`src/rtl/alu_seq.sv`:
```
// Sequential ALU: single-cycle add/sub/logic ops plus iterative unsigned mul/div with a start/busy/done handshake.
// Optional `ALU_OVF_EN adds a registered signed-overflow flag (ALU_Overflow) for add/sub.
module alu_seq #(
    parameter int WIDTH = 32
) (
    input  logic             clk,
    input  logic             reset,
    input  logic             start,
    input  logic [2:0]       ALUOp,
    input  logic [WIDTH-1:0] ALU_DA,
    input  logic [WIDTH-1:0] ALU_DB,
    output logic             busy,
    output logic             done,
    output logic [WIDTH-1:0] ALU_DC,
    output logic [WIDTH-1:0] ALU_HI,
    output logic             ALU_Zero
`ifdef ALU_OVF_EN
    ,
    output logic             ALU_Overflow
`endif
);

    localparam int CNT_W = $clog2(WIDTH) + 1;
    localparam logic [CNT_W-1:0] LAST_CNT = CNT_W'(WIDTH - 1);

    localparam logic [2:0] OP_ADD = 3'b000;
    localparam logic [2:0] OP_SUB = 3'b001;
    localparam logic [2:0] OP_AND = 3'b010;
    localparam logic [2:0] OP_MUL = 3'b011;
    localparam logic [2:0] OP_OR  = 3'b100;
    localparam logic [2:0] OP_XOR = 3'b101;
    localparam logic [2:0] OP_DIV = 3'b110;

    localparam logic [1:0] ST_IDLE = 2'b00;
    localparam logic [1:0] ST_CALC = 2'b01;
    localparam logic [1:0] ST_DONE = 2'b10;

    logic [1:0]         state_q, state_d;
    logic [CNT_W-1:0]   cnt_q, cnt_d;
    logic               is_div_q, is_div_d;
    logic [2*WIDTH-1:0] acc_q, acc_d;
    logic [WIDTH-1:0]   a_q, a_d;
    logic [WIDTH-1:0]   b_q, b_d;
    logic [WIDTH-1:0]   dc_q, dc_d;
    logic [WIDTH-1:0]   hi_q, hi_d;
    logic               zero_q, zero_d;
    logic               busy_q, busy_d;
    logic               done_q, done_d;
`ifdef ALU_OVF_EN
    logic               ovf_q, ovf_d;
`endif

    logic [WIDTH-1:0]   add_s, sub_s;
    logic [WIDTH-1:0]   sc_dc_s;
    logic               sc_ovf_s;
    logic               is_multi_s;
    logic [WIDTH:0]     mul_sum_s;
    logic [2*WIDTH-1:0] mul_next_s;
    logic [WIDTH:0]     rem_sh_s;
    logic [WIDTH+1:0]   div_diff_s;
    logic [2*WIDTH-1:0] div_next_s;

    assign add_s      = ALU_DA + ALU_DB;
    assign sub_s      = ALU_DA - ALU_DB;
    assign is_multi_s = (ALUOp == OP_MUL) || (ALUOp == OP_DIV);

    // Single-cycle result and signed overflow for the op presented with start
    always_comb begin
        sc_dc_s  = '0;
        sc_ovf_s = 1'b0;
        case (ALUOp)
            OP_ADD: begin
                sc_dc_s  = add_s;
                sc_ovf_s = (ALU_DA[WIDTH-1] == ALU_DB[WIDTH-1]) && (add_s[WIDTH-1] != ALU_DA[WIDTH-1]);
            end
            OP_SUB: begin
                sc_dc_s  = sub_s;
                sc_ovf_s = (ALU_DA[WIDTH-1] != ALU_DB[WIDTH-1]) && (sub_s[WIDTH-1] != ALU_DA[WIDTH-1]);
            end
            OP_AND:  sc_dc_s = ALU_DA & ALU_DB;
            OP_OR:   sc_dc_s = ALU_DA | ALU_DB;
            OP_XOR:  sc_dc_s = ALU_DA ^ ALU_DB;
            default: sc_dc_s = '0;
        endcase
    end

    // One shift-add step: acc = {partial product high, remaining multiplier bits}
    always_comb begin
        mul_sum_s  = {1'b0, acc_q[2*WIDTH-1:WIDTH]} + (acc_q[0] ? {1'b0, b_q} : {(WIDTH+1){1'b0}});
        mul_next_s = {mul_sum_s, acc_q[WIDTH-1:1]};
    end

    // One restoring-divide step: acc = {partial remainder, dividend/quotient shift register}
    always_comb begin
        rem_sh_s   = {acc_q[2*WIDTH-1:WIDTH], acc_q[WIDTH-1]};
        div_diff_s = {1'b0, rem_sh_s} - {2'b00, b_q};
        if (div_diff_s[WIDTH+1]) begin
            div_next_s = {rem_sh_s[WIDTH-1:0], acc_q[WIDTH-2:0], 1'b0};
        end else begin
            div_next_s = {div_diff_s[WIDTH-1:0], acc_q[WIDTH-2:0], 1'b1};
        end
    end

    // Control FSM and result capture
    always_comb begin
        state_d  = state_q;
        cnt_d    = cnt_q;
        is_div_d = is_div_q;
        acc_d    = acc_q;
        a_d      = a_q;
        b_d      = b_q;
        dc_d     = dc_q;
        hi_d     = hi_q;
        zero_d   = zero_q;
        busy_d   = 1'b0;
        done_d   = 1'b0;
`ifdef ALU_OVF_EN
        ovf_d    = ovf_q;
`endif
        case (state_q)
            ST_IDLE, ST_DONE: begin
                if (start) begin
                    if (is_multi_s) begin
                        is_div_d = (ALUOp == OP_DIV);
                        a_d      = ALU_DA;
                        b_d      = ALU_DB;
                        acc_d    = {{WIDTH{1'b0}}, ALU_DA};
                        cnt_d    = '0;
                        busy_d   = 1'b1;
                        state_d  = ST_CALC;
                    end else begin
                        dc_d    = sc_dc_s;
                        hi_d    = '0;
                        zero_d  = (sc_dc_s == '0);
`ifdef ALU_OVF_EN
                        ovf_d   = sc_ovf_s;
`endif
                        done_d  = 1'b1;
                        state_d = ST_DONE;
                    end
                end else begin
                    state_d = ST_IDLE;
                end
            end
            ST_CALC: begin
                acc_d = is_div_q ? div_next_s : mul_next_s;
                cnt_d = cnt_q + CNT_W'(1);
                if (cnt_q == LAST_CNT) begin
                    // Divide by zero bypasses the iterated value with a fixed result
                    if (is_div_q && (b_q == '0)) begin
                        dc_d = '1;
                        hi_d = a_q;
                    end else begin
                        dc_d = acc_d[WIDTH-1:0];
                        hi_d = acc_d[2*WIDTH-1:WIDTH];
                    end
                    zero_d  = (dc_d == '0);
`ifdef ALU_OVF_EN
                    ovf_d   = 1'b0;
`endif
                    done_d  = 1'b1;
                    state_d = ST_DONE;
                end else begin
                    busy_d = 1'b1;
                end
            end
            default: state_d = ST_IDLE;
        endcase
    end

    // State and output registers with synchronous reset
    always_ff @(posedge clk) begin
        if (reset) begin
            state_q  <= ST_IDLE;
            cnt_q    <= '0;
            is_div_q <= 1'b0;
            acc_q    <= '0;
            a_q      <= '0;
            b_q      <= '0;
            dc_q     <= '0;
            hi_q     <= '0;
            zero_q   <= 1'b0;
            busy_q   <= 1'b0;
            done_q   <= 1'b0;
`ifdef ALU_OVF_EN
            ovf_q    <= 1'b0;
`endif
        end else begin
            state_q  <= state_d;
            cnt_q    <= cnt_d;
            is_div_q <= is_div_d;
            acc_q    <= acc_d;
            a_q      <= a_d;
            b_q      <= b_d;
            dc_q     <= dc_d;
            hi_q     <= hi_d;
            zero_q   <= zero_d;
            busy_q   <= busy_d;
            done_q   <= done_d;
`ifdef ALU_OVF_EN
            ovf_q    <= ovf_d;
`endif
        end
    end

    assign busy     = busy_q;
    assign done     = done_q;
    assign ALU_DC   = dc_q;
    assign ALU_HI   = hi_q;
    assign ALU_Zero = zero_q;
`ifdef ALU_OVF_EN
    assign ALU_Overflow = ovf_q;
`else
    logic unused_ovf_s;
    assign unused_ovf_s = sc_ovf_s;
`endif

endmodule

```
`config.mk`:
```
export PLATFORM = sky130hd
export DESIGN_NAME = alu_seq
export DESIGN_NICKNAME = d
export VERILOG_FILES = /design/src/rtl/alu_seq.sv
export SDC_FILE = /design/constraint.sdc
export NUM_CORES = 1
export LEC_CHECK = 0
export ABC_CLOCK_PERIOD_IN_PS = 8100
export CAP_MARGIN = 20
export CORE_MARGIN = 1.5
export CORE_UTILIZATION = 45
export DETAILED_ROUTE_END_ITERATION = 16
export SLEW_MARGIN = 20
export SYNTH_ARGS = -nofsm -noshare
export SYNTH_HDL_FRONTEND = slang
export SYNTH_SLANG_ARGS = --single-unit
```
`constraint.sdc`:
```
create_clock -name clk -period 8.1 [get_ports clk]
set_clock_uncertainty 0.15 [all_clocks]
set_input_delay 1.62 -clock clk [delete_from_list [all_inputs] [get_ports clk]]
set_output_delay 1.62 -clock clk [all_outputs]
set_load 0.01 [all_outputs]
```
Word-level counts from Yosys, hierarchy flattened:

Cells that the tools add are included.

* register bits: 204
* bits in latches: 0
* bits in writable memories: 0
* ROM bits: 0
* input port bits: 70
* output and inout bits: 67
* word-level logic and storage cells: 82
* memories: 0

* $add $sub $neg: 5
* $mul: 0
* divide/modulo/power cells: 0
* $lt $le $gt $ge: 0
* equality and inequality tests: 13
* shift-type cells: 0
* multiplexer cells: 38
* bitwise logic cells: 3
* reductions and logical operators: 12

Operator list (number)
* $mux 32: 11
* $mux 64: 4
* $pmux 32 s5: 1
* $pmux 32 s2: 2
* $pmux 64 s2: 1
* $logic_not 32->1: 3
* $sub 33x32->34: 1
* $add 32x32->33: 1
* $add 32x32->32: 1
* $and 32x32->32: 1
* $or 32x32->32: 1
* $sub 32x32->32: 1
* $xor 32x32->32: 1
* $mux 6: 2
* $pmux 6 s2: 1
* $eq 3x3->1 const B: 3
* $mux 1: 9
* $ne 2x2->1 const B: 4
* $add 6x1->6 const B: 1
* $eq 3x2->1 const B: 2
* $eq 6x5->1 const B: 1
* $mux 2: 3
* $pmux 1 s2: 3
* $reduce_and 3->1: 2
* 11 further kinds: 11

Logic depth before layout (Yosys ltp):

* depth in word-level cells: 9
* gate-level depth with buffers: 22

Worst setup path after synthesis:

No wires, ideal clock.

* path kind: input-to-reg
* from: input port ALUOp[1]
* to: register zero_q (netlist: ALU_Zero)
* library setup time: 0.092 ns
* arrival time: 5.743 ns
* required time: 7.858 ns
* slack: 2.114 ns
* cell stages on the path: 21
* path buffers: 5
* path through: buf_2 or2_2 clkbuf_1 clkbuf_1 nor2_1 clkbuf_1 nor2_1 xnor2_1 ha_1 a21oi_2 and2_1 buf_6 o21a_2 a211oi_1 or4_1 a31o_2 nor4_1 nand4_1 nor4_1 nand4_1 o32ai_1

* longest elaborated chain between the ends: 6

Ends and longest elaborated chain
* from (decl): line 9 `input logic [2:0] ALUOp,`
* $eq 3x3->1, or another cell as far along: line 71 `case (ALUOp)`
* $pmux 32 s5: line 71
* $logic_not 32->1: line 134 `zero_d = (sc_dc_s == '0);`
* $mux 1: line 123 `if (is_multi_s) begin`
* $mux 1: line 122 `if (start) begin`
* $pmux 1 s2: line 120 `case (state_q)`
* to (signal assigned): line 197 `zero_q <= zero_d;`
* to (decl): line 46 `logic zero_q, zero_d;`

Parallel ways exist; a longest one is shown, timed or not. The select of a mux whose other input is x is not followed.
A chain may end at the register's enable or synchronous reset.

Worst setup path after layout:

* from: input port ALU_DB[0]
* to: register zero_q (netlist: ALU_Zero)

* longest elaborated chain between the ends: 6

Ends and longest elaborated chain
* from (decl): line 11 `input logic [WIDTH-1:0] ALU_DB,`
* $sub 32x32->32, or another cell as far along: line 64 `assign sub_s = ALU_DA - ALU_DB;`
* $pmux 32 s5 *: line 71
* $logic_not 32->1 *: line 134
* $mux 1 *: line 123
* $mux 1 *: line 122
* $pmux 1 s2 *: line 120

Mark *: on every way between the ends. The rest lies on a longest branch, timed or not. The select of a mux whose other input is x is not followed.

==> metrics.md <==
| Metric | Value |
|---|---|
| Final min period | `6568 ps` |
| FP Rows | `70` |
| Initial antenna violation count | `0` |
| Primary FF master, synth | `dfxtp_1` |
| Starting Density | `0.4574` |
| I/O Pins | `137` |
| Synth-to-Final Area Change | `14.76%` |
| Placed Cells | `2749` |
| Leakage Power | `0.007855 uW` |
| Worst reg-to-reg path cell count | `13` |
| Largest net degree at the start of global routing | `85` |
| Layout cells sized above 1 | `0.05677` |
| Final Non-Filler Cells | `2793` |
| Worst Setup Slack, final | `1532 ps` |
| Hold slack final | `305.5 ps` |
| Fill count | `3682` |
| Startpoint Class | `primary input` |
| Commonest cells after routing, fill and taps aside | `nand2_1, a21oi_1, dfxtp_1, ha_1, nor2_1` |
| Post-CTS resize count | `0` |
| CTS Hold Bufs | `0` |
| CP Capture Type | `flip-flop` |
| Total overflow reported by the global router | `0` |
| Core area | `0.03661 sq mm` |
| Distinct cell type count after synthesis | `86` |
| Total placed instance area | `0.01836 sq mm` |
| Area of the multi-input gates | `0.01174 sq mm` |
| Reg clk slew, reported paths | `60 ps` |
| Ys Warns | `0` |
| Reg area | `0.004088 sq mm` |
| Commonest non-fill, non-tap cell in the layout | `nand2_1` |
| CTS tree | `built` |
| Vias/cell | `6.106` |
| # nets final | `2542` |
| WS Path Type | `in2reg` |
| Slowest stage delay, CP | `520 ps` |
| Die ar. | `0.03838 sq mm` |
| Post-synth EDFFs | `0` |
| DR vias | `17050` |
| CTS H-Tree Depth | `1` |
| Reg2Reg Setup Slack | `3440 ps` |
| Worst slew pin tran | `1029 ps` |
| Fin crit share | `0.8109` |
| Post-CTS Setup Inserts | `0` |
| Total GRT Usage | `0.3199` |
| Initial DRC Count | `1597` |
| Critical Path End | `ALU_Zero` |
| WP buf/inv | `1` |
| Crit path cell chain | `clkdlybuf4s50_1 -> or2_2 -> nor4_1 -> and2_1 -> nand2_1 -> nor2_1 -> a21oi_1 -> xnor2_1 -> ha_1 -> nand2_1 -> nor3_1 -> nand2_1 -> a2111oi_0 -> o21ai_0 -> a31o_1 -> nor4_1 -> nand4_1 -> nor4_1 -> nand4_1 -> o32ai_1` |
| Hold Path Class | `reg2reg` |
| Antenna Cells | `0` |
| Post-synthesis cell count | `2254` |
| Setup tns final | `0 ps` |
| Dpl hpwl | `47450 um` |
| First-pass GRT wire length | `95690 um` |
| Clk sinks | `204` |
| DRC Markers | `0` |
| Max IR drop VDD | `0.1484 mV` |
| Slew margin rel. | `0.3130` |
| Cts bufs inserted | `25` |
| Final wirelength | `62700 um` |
| Area of the mapped netlist | `0.01674 sq mm` |
| Number of global-route vias before repair | `16150` |
| Post-synth ARST share | `0` |
| First drt pass iteration count | `6` |
| Fin. Hold Viols | `0` |
| Die height | `195.9 um` |
| Placement Setup Slack | `1060 ps` |
| WL per Instance | `22.45 um` |
| CP required | `8410 ps` |
| Pwr Density | `169.9 mW/mm^2` |
| Cell family with most CP delay | `simple AND/OR/NAND/NOR gates` |
| Slew Limit Fails | `0` |
| Clk_lat worst skew | `570 ps` |
| Worst R2R End | `ALU_Zero` |
| Final ANT Viol Nets | `0` |
| CP Launch Point | `ALU_DB[0]` |
| Slowest cell on crit path | `clkdlybuf4s50_1` |
| Post-synthesis sequential area ratio | `0.2439` |
| CTS root buffer | `clkbuf_16` |
| Port bufs | `136` |
| Design area | `0.01922 sq mm` |
| RSZ-0062 raised after global routing | `false` |
| RR Startpoint | `b_q[1]` |
| Maxcap violations | `0` |
| CP max FO | `7` |
| Fmax | `152.2 MHz` |
| Clk buf depth | `3` |
| Net Count, Synth | `2488` |
| Avg Inst Size Synth | `7.429 sq um` |
| Critical path depth | `20` |
| Status | `completed` |
| GP Congestion | `0.9404` |
| Final setup vio count | `0` |
| Worst path arrival time | `6870 ps` |
| Yosys reg bits | `204` |
| Die W | `195.9 um` |
-- kinds of logic (layout without fill, tap and decap cells) --
family,count (synthesis),in the layout,synth area share
flip-flops,204,204,0.2439
XOR/XNOR,92,92,0.04812
buffers and inverters,247,318,0.05955
AND/OR/NAND/NOR,767,767,0.2085
AO/OA/AOI/OAI,737,737,0.2892
multiplexers,43,43,0.02690
adder cells (fa/ha/maj),164,164,0.1239
-- area by class of cell --
cell class / count / share of cell area
well taps: 468 / 0.03047
clock buffers: 35 / 0.03822
clock inverters: 9 / 0.006121
repair buffers: 157 / 0.07866
flip-flops and latches: 204 / 0.2127
multi-input cells: 1803 / 0.6110
inverters: 117 / 0.02285
-- cells in the mapped netlist (8+ instances only) --
cell type / count / share of area
nor2_1: 153 / 0.034
a211o_1: 8 / 0.0042
o21ai_1: 22 / 0.0066
ha_1: 161 / 0.12
nand3_1: 47 / 0.014
a22o_1: 30 / 0.016
a22oi_1: 28 / 0.013
nand2_1: 345 / 0.077
o21ai_0: 124 / 0.037
o221ai_1: 9 / 0.0047
clkbuf_1: 92 / 0.021
o21a_1: 18 / 0.0081
and2_1: 45 / 0.017
mux2_2: 16 / 0.011
buf_2: 12 / 0.0036
o31a_1: 8 / 0.0042
a221oi_1: 8 / 0.0042
o31ai_1: 13 / 0.0058
inv_1: 116 / 0.026
a21boi_0: 9 / 0.0040
nand2b_1: 19 / 0.0071
mux2i_1: 27 / 0.016
a211oi_1: 31 / 0.014
a31oi_1: 23 / 0.0086
nand4_1: 18 / 0.0067
a311oi_1: 20 / 0.010
dfxtp_1: 204 / 0.24
nor2b_1: 16 / 0.0060
o21bai_1: 11 / 0.0049
nor4_1: 24 / 0.0090
and3_1: 12 / 0.0045
xnor2_1: 63 / 0.033
or3_1: 11 / 0.0041
a21o_1: 48 / 0.022
o211ai_1: 14 / 0.0063
xor2_1: 29 / 0.015
a21oi_1: 227 / 0.068
a31o_2: 10 / 0.0052
buf_1: 17 / 0.0038
nor3_1: 47 / 0.014
a32oi_1: 8 / 0.0042
-- flip-flops by register name, indices dropped and copies added, names as in the netlist --
register,cells
acc_q,64
ALU_DC,32
ALU_HI,32
a_q,32
b_q,32
cnt_q,6
state_q,2
ALU_Zero,1
busy,1
done,1
is_div_q,1
-- metrics by stage --
stage	utilization	power, uW
after global placement	0.5016	2067
after CTS	0.5249	3262
after global routing	0.5249	3407
after detailed placement	0.5016	2070
after floorplan	-	1768
final	0.5249	3265
-- worst min path at each step --
stage               start    endpoint  slack (ps)  cells past startpoint
2_1_floorplan    cnt_q[5]    cnt_q[5]         280                      1
3_3_place_gp       a_q[2]      a_q[2]         290                      2
6_report          a_q[27]     a_q[27]         310                      2
3_5_place_dp   ALU_DC[16]  ALU_DC[16]         290                      2
4_1_cts            a_q[2]      a_q[2]         310                      2
5_1_grt           a_q[15]     a_q[15]         320                      2
-- where the power goes --
part	internal [uW]	total, uW	switching [uW]
Combinational	368	982	614
Sequential	1050	1090	40.8
Clock	699	1200	496
Total	2110	3260	1150
-- worst reg2reg max path, delay by kind of cell (launching register included) --
kind	cells	cell delay, ps
AND/OR/NAND/NOR	4	1880
AO/OA/AOI/OAI	7	1750
flip-flops	1	410
adder cells (fa/ha/maj)	1	270
buffers and inverters	1	90
-- per-layer routing --
metal | part of all wire | wire length (um) | track usage
met1 | 0.48 | 30250 | 0.4727
met2 | 0.44 | 27360 | 0.5001
met3 | 0.061 | 3827 | 0.03215
met4 | 0.020 | 1267 | 0.06952
met5 | 0 | 0 | 0
Power figures use the tool's default switching activity.
